`src/rtl/nibble_serial_subtractor.sv`:
```
// nibble_serial_subtractor: multi-cycle diff = a - b - bin, one 4-bit slice
// per clock (LS nibble first) with a ripple borrow carried between slices.
// Ports:
//   clk, rst_n            clock, synchronous active-low reset
//   in_valid/in_ready     operand handshake (a, b, bin); ready only in IDLE
//   out_valid/out_ready   result handshake (diff, bout, zero, ovf); valid in DONE
//   diff                  (a - b - bin) mod 2^WIDTH
//   bout, zero, ovf       borrow out, diff==0, signed overflow
module nibble_serial_subtractor #(
  parameter int WIDTH = 16
) (
  input  logic             clk,
  input  logic             rst_n,
  input  logic             in_valid,
  output logic             in_ready,
  input  logic [WIDTH-1:0] a,
  input  logic [WIDTH-1:0] b,
  input  logic             bin,
  output logic             out_valid,
  input  logic             out_ready,
  output logic [WIDTH-1:0] diff,
  output logic             bout,
  output logic             zero,
  output logic             ovf
);

  localparam int NIBBLES = WIDTH / 4;
  localparam int IW = (NIBBLES > 1) ? $clog2(NIBBLES) : 1;
  localparam int MSB = WIDTH - 1;

  typedef enum logic [1:0] {
    IDLE = 2'd0,
    RUN  = 2'd1,
    DONE = 2'd2
  } state_t;

  state_t          state_q;
  logic [WIDTH-1:0] a_q;
  logic [WIDTH-1:0] b_q;
  logic            carry_q;
  logic [IW-1:0]   idx_q;
  logic [WIDTH-1:0] diff_q;
  logic            bout_q;
  logic            zero_q;
  logic            ovf_q;

  logic [3:0]      a_nib;
  logic [3:0]      b_nib;
  logic [4:0]      sum_d;
  logic [WIDTH-1:0] diff_d;
  logic            last;

  // Subtraction as a + ~b + carry, where carry = ~borrow.
  always_comb begin
    a_nib  = a_q[4*int'(idx_q) +: 4];
    b_nib  = b_q[4*int'(idx_q) +: 4];
    sum_d  = {1'b0, a_nib} + {1'b0, ~b_nib} + {4'b0, carry_q};
    diff_d = diff_q;
    diff_d[4*int'(idx_q) +: 4] = sum_d[3:0];
    last   = (idx_q == IW'(NIBBLES - 1));
  end

  always_ff @(posedge clk) begin
    if (!rst_n) begin
      state_q <= IDLE;
      a_q     <= '0;
      b_q     <= '0;
      carry_q <= 1'b0;
      idx_q   <= '0;
      diff_q  <= '0;
      bout_q  <= 1'b0;
      zero_q  <= 1'b0;
      ovf_q   <= 1'b0;
    end else begin
      unique case (state_q)
        IDLE: begin
          if (in_valid) begin
            a_q     <= a;
            b_q     <= b;
            carry_q <= ~bin;
            idx_q   <= '0;
            state_q <= RUN;
          end
        end
        RUN: begin
          diff_q  <= diff_d;
          carry_q <= sum_d[4];
          idx_q   <= idx_q + 1'b1;
          if (last) begin
            state_q <= DONE;
            bout_q  <= ~sum_d[4];
            zero_q  <= (diff_d == '0);
            ovf_q   <= (a_q[MSB] != b_q[MSB]) &&
                       (diff_d[MSB] != a_q[MSB]);
          end
        end
        DONE: begin
          if (out_ready) state_q <= IDLE;
        end
        default: state_q <= IDLE;
      endcase
    end
  end

  assign in_ready  = (state_q == IDLE);
  assign out_valid = (state_q == DONE);
  assign diff      = diff_q;
  assign bout      = bout_q;
  assign zero      = zero_q;
  assign ovf       = ovf_q;

endmodule

```
`config.mk`:
```
export PLATFORM = sky130hd
export DESIGN_NAME = nibble_serial_subtractor
export DESIGN_NICKNAME = d
export VERILOG_FILES = /design/src/rtl/nibble_serial_subtractor.sv
export SDC_FILE = /design/constraint.sdc
export NUM_CORES = 1
export LEC_CHECK = 0
export ABC_AREA = 0
export CORE_ASPECT_RATIO = 0.75
export CORE_MARGIN = 2
export CORE_UTILIZATION = 45
export CTS_CLUSTER_SIZE = 24
export DETAILED_ROUTE_END_ITERATION = 6
export PLACE_DENSITY_LB_ADDON = 0.3
export SLEW_MARGIN = 20
export SYNTH_ARGS = -nofsm -noshare
export SYNTH_HDL_FRONTEND = slang
export SYNTH_SLANG_ARGS = --single-unit
export TNS_END_PERCENT = 100
```
`constraint.sdc`:
```
create_clock -name clk -period 4.8 [get_ports clk]
set_clock_uncertainty 0.15 [all_clocks]
set_input_delay 0.96 -clock clk [delete_from_list [all_inputs] [get_ports clk]]
set_output_delay 0.96 -clock clk [all_outputs]
set_load 0.005 [all_outputs]
```
==> impl_metrics.env, run 1 <==
export IMPL_outcome="completed"
export IMPL_yosysTopAreaCell="dfxtp_1"
export IMPL_clockBufferDepth=2
export IMPL_grt_pass1_wl_um=10200
export IMPL_clockRootBuffer="clkbuf_8"
export IMPL_syn_avg_cell_area_um2=8.66
export IMPL_antenna_left=0
export IMPL_cp_cell_sequence="buf_4, mux4_2, fa_1, xor2_1, o21ai_0, o2111ai_1, o32ai_1"
export IMPL_drc=0
export IMPL_numClockSinks=56
export IMPL_die_w_um=95.5
export IMPL_slew_headroom_pct=31.1
export IMPL_cp_slowest_cell="mux4_2"
export IMPL_dp_hpwl_um=4420
export IMPL_cp_required_ns=4.85
export IMPL_static_leakage_power_uw=0.00129
export IMPL_routed_wl_um=6110
export IMPL_diodes=0
export IMPL_nets=418
export IMPL_syn_area_um2=2820
export IMPL_min_delay_start="b_q[3]$_SDFFE_PN0P_"
export IMPL_fin_setup_tns_ns=0
export IMPL_die_area_um2=6930
export IMPL_ys_ff_latch=56
export IMPL_dr_pass1_iters=5
export IMPL_layout_worst_path_cycle_share_pct=63.8
export IMPL_antenna_found_initial=0
export IMPL_io_pins=58
export IMPL_critPathLaunch="idx_q[0]$_SDFFE_PN0P_"
export IMPL_rsz0062_at_grt="false"
export IMPL_detail_route_wl_per_cell_um=13.6
export IMPL_syn_nets=374
export IMPL_fp_row_count=24
export IMPL_period_needed_ns=3.06
export IMPL_fp_dieH_um=72.6
export IMPL_insertion_delay_ns=0.32
export IMPL_h_tree_depth=2
export IMPL_synth_distinct_cells=40
export IMPL_worst_pin_slew_ns=1.03
export IMPL_hold_buffers=0
export IMPL_crit_buf_inv=1
export IMPL_yosysWarnings=0
export IMPL_synth_top_area_share_pct=39.7
export IMPL_vias=2365
export IMPL_start_util_pct=47.5
export IMPL_drive_gt1_share_pct=6.47
export IMPL_synth_cells=326
export IMPL_tritoncts="built"
export IMPL_finalNonFillerCells=449
export IMPL_drt_initial_drc_count=202
export IMPL_area_growth_pct=25.5
export IMPL_cts_buffers=5
export IMPL_postCtsResizedCells=0
export IMPL_port_buffer_count=57
export IMPL_power_density_nw_per_um2=298
export IMPL_yosysSeqAreaShare_pct=39.7
export IMPL_hold_viol_final=0
export IMPL_grtUsageTotal_pct=18.8
export IMPL_max_stage_delay_ns=0.57
export IMPL_post_cts_buffers=0
export IMPL_worstPathArrival_ns=3.11
export IMPL_dp_cells=441
export IMPL_r2r_start="idx_q[0]$_SDFFE_PN0P_"
export IMPL_end_kind="flip-flop"
export IMPL_min_path_type="flip-flop to flip-flop"
export IMPL_grt_pass1_vias=2146
export IMPL_critPathLaunchType="flip-flop"
export IMPL_via_per_inst=5.27
export IMPL_path_clk_slew_ns=0.10
export IMPL_worstSetupPathType="flip-flop to flip-flop"
export IMPL_core_area_um2=5950
export IMPL_drv_slew=0
export IMPL_gp_congestion=0.920
export IMPL_setup_violations=0
export IMPL_final_common_cell="nand2_1"
export IMPL_ir_drop_v=0.000137
export IMPL_cp_top_family="multiplexers"
export IMPL_grt_max_degree=58
export IMPL_crit_path_max_fanout=14
export IMPL_r2r_setup_slack_ns=1.74
export IMPL_synthTopCellsByArea="dfxtp_1 40%, nand2_1 11%, a21boi_0 10%"
export IMPL_drv_cap=0
export IMPL_gr_total_overflow=0
export IMPL_timing_fmax_mhz=327
export IMPL_mostFrequentLayoutCells="79 x nand2_1, 57 x clkdlybuf4s50_1, 56 x dfxtp_1"
registers in the layout, summed over array words and instances, names as in the netlist:
register,flops
ovf,1
zero,1
b_q,16
bout,1
idx_q,2
diff,16
a_q,16
state_q,2
carry_q,1
power breakdown:
part	internal (uW)	leakage [uW]	switching (uW)
Combinational	102	0.000768	110
Clock	184	0.0000645	154
Sequential	488	0.000458	17.4
Total	774	0.00129	282
cell usage after synthesis:
cell	number
o32ai_1	2
and3_1	2
a21oi_1	6
nor3_1	4
nand3b_1	3
xor2_1	1
inv_2	2
o22ai_1	1
and2_0	1
nand3_1	4
and3b_1	2
o21a_1	2
o21ai_0	5
nand4_1	3
clkbuf_1	14
nor3b_2	1
dfxtp_1	56
mux2i_1	3
a21boi_0	38
nand2_1	80
o21ai_1	1
nand2b_1	2
and3_4	1
nor4_1	2
ha_1	9
o2111ai_1	1
fa_1	2
a21o_1	1
o211a_1	3
mux4_2	8
a31oi_1	3
inv_1	11
nor2_1	10
buf_2	7
nor2b_1	19
o221ai_1	2
and2_1	2
buf_4	1
a221o_1	1
a22oi_1	10
layout make-up:
cell class,count,area (um^2)
Clock buffer,7,96.3
Clock inverter,1,30.0
Fill cell,541,2400
Inverter,13,48.8
Multi-Input combinational cell,235,1560
Sequential cell,56,1120
Tap cell,78,97.6
Timing Repair Buffer,59,586
metal layers:
layer / GRT usage [%] / vias up / wire length (um)
met2: 25.7 / 81 / 2420
met4: 6.35 / 0 / 62
met3: 4.24 / 5 / 440
met1: 29.0 / 1074 / 3180
met5: 0 / - / 0
li1: - / 1205 / -
logic make-up after synthesis:
group	after synthesis	share of synthesized area, %
xor+xnor	1	0.310
buf+inv	35	5.10
fa+ha+maj	11	5.41
compound gates	76	19.5
mux	11	7.44
flops	56	39.7
simple gates	136	22.5
worst paths after layout:
check	to	cells past startpoint
max	zero$_SDFFE_PN0P_	7
min	b_q[3]$_SDFFE_PN0P_	2
max reg2reg	zero$_SDFFE_PN0P_	7
min reg2reg	b_q[3]$_SDFFE_PN0P_	2
per-stage QoR:
step                hold slack [ns]  setup slack [ns]  cell area [um^2]  power, uW  utilization [%]
finish                        0.319              1.74              3540       1060             59.6
global route                  0.339              1.49              3540       1100             59.6
CTS                           0.322              1.77              3540       1060             59.5
detailed placement            0.308              1.77              3410        726             57.4
global placement              0.301              1.85              3410        723             57.4
floorplan                     0.290              1.79              2820        648                -
worst reg2reg max path, cell delays in order, from the launching register on:
cell and delay, ns:
dfxtp_1 0.55, buf_4 0.29, mux4_2 0.57, fa_1 0.47
xor2_1 0.45, o21ai_0 0.15, o2111ai_1 0.20, o32ai_1 0.11
No activity file was read; power rests on OpenSTA's default activity.
==> run 2: changes to the inputs <==
==> constraint.sdc (replaced) <==
create_clock -name clk -period 2.8 [get_ports clk]
set_clock_uncertainty 0.15 [all_clocks]
set_input_delay 0.56 -clock clk [delete_from_list [all_inputs] [get_ports clk]]
set_output_delay 0.56 -clock clk [all_outputs]
set_load 0.005 [all_outputs]
==> impl_metrics.env, run 2 (synthesis gave the netlist of run 1 again) <==
export IMPL_layout_worst_path_cycle_share_pct=93.8
export IMPL_cpMostUsedCell="fa_2"
export IMPL_numClockSinks=56
export IMPL_diodes=0
export IMPL_cp_cell_sequence="mux4_2, fa_2, inv_2, fa_2, a31oi_2, o2111ai_1, o32ai_1"
export IMPL_routed_wl_um=6290
export IMPL_combPwrFrac_pct=23.2
export IMPL_cts_buffers=5
export IMPL_r2r_setup_slack_ns=0.17
export IMPL_worstSetupPathType="flip-flop to flip-flop"
export IMPL_hold_viol_final=0
export IMPL_via_per_inst=5.27
export IMPL_final_common_cell="nand2_1"
export IMPL_hold_slack_ns=0.315
export IMPL_gr_total_overflow=0
export IMPL_outcome="completed"
export IMPL_static_leakage_power_uw=0.00133
export IMPL_max_stage_delay_ns=0.52
export IMPL_pwr_share_clk_pct=27.2
export IMPL_antenna_found_initial=0
export IMPL_r2r_start="idx_q[0]$_SDFFE_PN0P_"
export IMPL_io_pins=58
export IMPL_fin_setup_tns_ns=0
export IMPL_mostFrequentLayoutCells="80 x nand2_1, 57 x clkdlybuf4s50_1, 55 x dfxtp_1"
export IMPL_detail_route_wl_per_cell_um=13.7
export IMPL_hold_depth=2
export IMPL_gp_congestion=0.868
export IMPL_slew_headroom_pct=68.7
export IMPL_tritoncts="built"
export IMPL_drv_cap=0
export IMPL_die_area_um2=6930
export IMPL_swShare_pct=27.7
export IMPL_clockRootBuffer="clkbuf_8"
export IMPL_worstHoldEndpoint="a_q[12]$_SDFFE_PN0P_"
export IMPL_fp_dieH_um=72.6
export IMPL_p_sw_uw=483
export IMPL_clockBufferDepth=2
export IMPL_rsz0062_at_grt="false"
export IMPL_cp_slowest_cell="mux4_2"
export IMPL_antenna_left=0
export IMPL_cp_required_ns=2.87
export IMPL_core_area_um2=5950
export IMPL_utilization_pct=60.9
export IMPL_setup_violations=0
export IMPL_multiInputGateArea_um2=1580
export IMPL_placed_cell_area_um2=3490
export IMPL_power_frac_seq_pct=49.6
export IMPL_min_path_type="flip-flop to flip-flop"
export IMPL_critPathLaunchType="flip-flop"
export IMPL_drc=0
export IMPL_p_total_uw=1740
export IMPL_h_tree_depth=2
export IMPL_nets=428
export IMPL_port_buffer_count=57
export IMPL_path_clk_slew_ns=0.10
export IMPL_timing_fmax_mhz=381
export IMPL_grtUsageTotal_pct=19.2
export IMPL_worstPathArrival_ns=2.70
export IMPL_power_internal_uw=1260
export IMPL_ir_drop_v=0.000274
export IMPL_grt_pass1_vias=2245
export IMPL_start_util_pct=47.5
export IMPL_stdcell_area_um2=3620
export IMPL_reg2reg_depth=7
export IMPL_insertion_delay_ns=0.31
export IMPL_fillers=525
export IMPL_grt_pass1_wl_um=10600
export IMPL_dp_hpwl_um=4610
export IMPL_vias=2412
export IMPL_fp_row_count=24
export IMPL_drive_gt1_share_pct=10.0
export IMPL_power_density_nw_per_um2=482
export IMPL_die_w_um=95.5
export IMPL_seq_area_um2=1120
export IMPL_min_delay_start="a_q[12]$_SDFFE_PN0P_"
export IMPL_dr_pass1_iters=4
export IMPL_r2r_end="zero$_SDFFE_PN0P_"
export IMPL_hold_buffers=0
export IMPL_period_needed_ns=2.63
export IMPL_end_kind="flip-flop"
export IMPL_drt_initial_drc_count=118
export IMPL_area_growth_pct=28.2
export IMPL_worst_pin_slew_ns=0.469
export IMPL_crit_path_max_fanout=6
export IMPL_drv_slew=0
export IMPL_grt_max_degree=57
[run 2: changes by cell type in the layout (fill, tap and decap cells not counted), moves of 2 or more]
| cell | previous run | this run |
|---|---|---|
| fa_1 | 2 | 0 |
| fa_2 | 0 | 2 |
| buf_4 | 2 | 11 |
| a31oi_2 | 0 | 2 |
| a31oi_1 | 3 | 1 |
[run 2: worst max-delay path by stage]
stage	cells past startpoint	from	to	slack (ns)
CTS	7	idx_q[0]$_SDFFE_PN0P_	zero$_SDFFE_PN0P_	0.02
floorplan	8	idx_q[0]$_SDFFE_PN0P_	zero$_SDFFE_PN0P_	0.01
global route	9	idx_q[0]$_SDFFE_PN0P_	diff[10]$_SDFFE_PN0P_	0.005
global placement	7	idx_q[0]$_SDFFE_PN0P_	zero$_SDFFE_PN0P_	0.11
detailed placement	7	idx_q[0]$_SDFFE_PN0P_	zero$_SDFFE_PN0P_	-0.02
finish	7	idx_q[0]$_SDFFE_PN0P_	zero$_SDFFE_PN0P_	0.17
[run 2: per-stage QoR]
stage               instances  worst slack [ns]
floorplan                 326            0.0131
global placement          450             0.106
detailed placement        450           -0.0239
CTS                       457            0.0150
global route              458           0.00459
finish                    458             0.173
[run 2: layout make-up]
cell class	count	area share (%)
Timing Repair Buffer	69	18.6
Clock buffer	7	2.66
Inverter	13	1.35
Tap cell	78	2.70
Multi-Input combinational cell	235	43.6
Sequential cell	56	31.1
[run 2: what timing repair did]
item                                    in CTS  in global routing
endpoints found under the setup margin       1                  2
setup buffers                                0                  1
pin swaps                                    0                  3
endpoints found under the hold margin        0                  0
gates resized for setup                      1                  8
[run 2: critical path: cells and delay by family, from the launching register on]
kind                     cells  cell delay [ns]
adder cells (fa/ha/maj)      2             0.84
AO/OA/AOI/OAI                3             0.57
multiplexers                 1             0.52
flip-flops                   1             0.40
buffers and inverters        1             0.07
[run 2: routing by layer]
metal / routed length [um] / GRT usage [%]
met1: 3280 / 29.4
met4: 23 / 3.97
met2: 2610 / 28.0
met3: 372 / 4.03
met5: 0 / 0
[run 2: power groups by stage]
stage | Sequential (uW) | Clock, uW | Combinational [uW]
finish | 864 | 475 | 405
global route | 870 | 508 | 447
CTS | 865 | 482 | 390
detailed placement | 884 | 0 | 387
global placement | 883 | 0 | 379
floorplan | 876 | 0 | 236
==> run 3: changes to the inputs <==
--- a/config.mk
+++ b/config.mk
@@ -6,9 +6,11 @@
 export NUM_CORES = 1
 export LEC_CHECK = 0
 export ABC_AREA = 0
-export CORE_ASPECT_RATIO = 0.75
+export CELL_PAD_IN_SITES_DETAIL_PLACEMENT = 0
+export CELL_PAD_IN_SITES_GLOBAL_PLACEMENT = 1
+export CORE_ASPECT_RATIO = 1.25
 export CORE_MARGIN = 2
-export CORE_UTILIZATION = 45
+export CORE_UTILIZATION = 34
 export CTS_CLUSTER_SIZE = 24
 export DETAILED_ROUTE_END_ITERATION = 6
 export PLACE_DENSITY_LB_ADDON = 0.3
==> impl_metrics.env, run 3 (synthesis gave the netlist of run 1 again) <==
export IMPL_cp_cell_sequence="mux4_2, fa_1, inv_1, fa_2, a31oi_2, nand3_1, o32ai_1"
export IMPL_worstSetupPathType="flip-flop to flip-flop"
export IMPL_swShare_pct=27.1
export IMPL_nets=429
export IMPL_period_needed_ns=2.64
export IMPL_diodes=0
export IMPL_antenna_left=0
export IMPL_hold_viol_final=0
export IMPL_clockBufferDepth=2
export IMPL_r2r_end="zero$_SDFFE_PN0P_"
export IMPL_grt_pass1_vias=2292
export IMPL_h_tree_depth=2
export IMPL_hold_depth=2
export IMPL_clockRootBuffer="clkbuf_8"
export IMPL_power_density_nw_per_um2=498
export IMPL_crit_cells=7
export IMPL_worst_pin_slew_ns=0.585
export IMPL_core_area_um2=8150
export IMPL_cts_buffers=5
export IMPL_detail_route_wl_per_cell_um=13.7
export IMPL_timing_fmax_mhz=379
export IMPL_crit_buf_inv=1
export IMPL_crit_path_max_fanout=5
export IMPL_grtUsageTotal_pct=14.7
export IMPL_numClockSinks=56
export IMPL_rsz0062_at_grt="false"
export IMPL_vias=2403
export IMPL_die_w_um=85.5
export IMPL_cp_top_family="adder cells"
export IMPL_critPathLaunchType="flip-flop"
export IMPL_via_per_inst=5.02
export IMPL_antenna_found_initial=0
export IMPL_cp_slowest_cell="mux4_2"
export IMPL_p_sw_uw=498
export IMPL_drive_gt1_share_pct=10.7
export IMPL_power_frac_seq_pct=47.0
export IMPL_dr_pass1_iters=4
export IMPL_static_leakage_power_uw=0.00135
export IMPL_r2r_start="idx_q[0]$_SDFFE_PN0P_"
export IMPL_area_growth_pct=30.7
export IMPL_die_area_um2=9060
export IMPL_utilization_pct=45.3
export IMPL_end_kind="flip-flop"
export IMPL_min_path_type="flip-flop to flip-flop"
export IMPL_port_buffer_count=57
export IMPL_fin_setup_tns_ns=0
export IMPL_dp_hpwl_um=4950
export IMPL_io_pins=58
export IMPL_drv_cap=0
export IMPL_pwr_share_clk_pct=30.8
export IMPL_r2r_setup_slack_ns=0.16
export IMPL_routed_wl_um=6540
export IMPL_drt_initial_drc_count=54
export IMPL_insertion_delay_ns=0.31
export IMPL_ir_drop_v=0.000269
export IMPL_p_total_uw=1840
export IMPL_final_common_cell="nand2_1"
export IMPL_grt_pass1_wl_um=10800
export IMPL_max_stage_delay_ns=0.51
export IMPL_start_util_pct=34.7
export IMPL_outcome="completed"
export IMPL_crit_path_end="zero$_SDFFE_PN0P_"
export IMPL_setup_violations=0
export IMPL_tritoncts="built"
export IMPL_worstPathArrival_ns=2.72
export IMPL_fp_dieH_um=106
export IMPL_gr_total_overflow=0
export IMPL_cp_required_ns=2.88
export IMPL_gp_congestion=0.942
export IMPL_path_clk_slew_ns=0.11
export IMPL_reg2reg_depth=7
export IMPL_drc=0
export IMPL_layout_worst_path_cycle_share_pct=94.3
export IMPL_post_cts_buffers=0
export IMPL_fp_row_count=37
export IMPL_grt_max_degree=57
export IMPL_combPwrFrac_pct=22.2
export IMPL_slew_headroom_pct=60.9
export IMPL_mostFrequentLayoutCells="80 x nand2_1, 57 x clkdlybuf4s50_1, 55 x dfxtp_1"
export IMPL_hold_slack_ns=0.316
export IMPL_power_internal_uw=1340
export IMPL_critPathLaunch="idx_q[0]$_SDFFE_PN0P_"
export IMPL_drv_slew=0
[run 3: what timing repair did]
item,CTS,global route
hold buffers,0,0
endpoints found under the hold margin,0,0
resized for setup,0,9
endpoints found under the setup margin,0,4
[run 3: power by group through the flow]
| stage | registers, uW | logic [uW] | clock network, uW |
|---|---|---|---|
| after floorplan | 876 | 236 | 0 |
| after global placement | 884 | 394 | 0 |
| after detailed placement | 884 | 400 | 0 |
| after CTS | 865 | 400 | 580 |
| after global routing | 870 | 453 | 612 |
| final | 864 | 408 | 565 |
[run 3: area by class of cell]
cell class                      count  area (um^2)
Multi-Input combinational cell    235         1590
Timing Repair Buffer               70          681
Inverter                           13         48.8
Tap cell                           97          121
Clock buffer                        6         82.6
Sequential cell                    56         1120
Fill cell                         817         4460
Clock inverter                      2         38.8
[run 3: per-layer routing]
layer / vias to the layer above / part of all wire, % / track usage (%)
met4: 0 / 2.5 / 5.10
met5: - / 0 / 0
li1: 1226 / - / -
met2: 54 / 49 / 25.2
met3: 14 / 3.7 / 2.64
met1: 1109 / 45 / 18.6
[run 3: worst min path at each step]
stage	start	to	slack (ns)
CTS	b_q[14]$_SDFFE_PN0P_	b_q[14]$_SDFFE_PN0P_	0.32
finish	a_q[5]$_SDFFE_PN0P_	a_q[5]$_SDFFE_PN0P_	0.32
floorplan	a_q[11]$_SDFFE_PN0P_	a_q[11]$_SDFFE_PN0P_	0.29
global route	b_q[14]$_SDFFE_PN0P_	b_q[14]$_SDFFE_PN0P_	0.34
global placement	b_q[11]$_SDFFE_PN0P_	b_q[11]$_SDFFE_PN0P_	0.30
detailed placement	b_q[14]$_SDFFE_PN0P_	b_q[14]$_SDFFE_PN0P_	0.31
[run 3: through the flow]
step | std cells | setup slack [ns] | instance area (um^2)
2_1_floorplan | 326 | 0.0131 | 2830
3_3_place_gp | 471 | 0.159 | 3530
3_5_place_dp | 471 | 0.0656 | 3530
4_1_cts | 479 | 0.0435 | 3650
5_1_grt | 479 | 0.00866 | 3690
6_report | 479 | 0.160 | 3690
[run 3: worst min-delay path: cells and delay by family (launching register included)]
kind | cells | cell delay, ns
AOI/OAI and AO/OA | 1 | 0.06
and+or+nand+nor | 1 | 0.04
DFF | 1 | 0.32
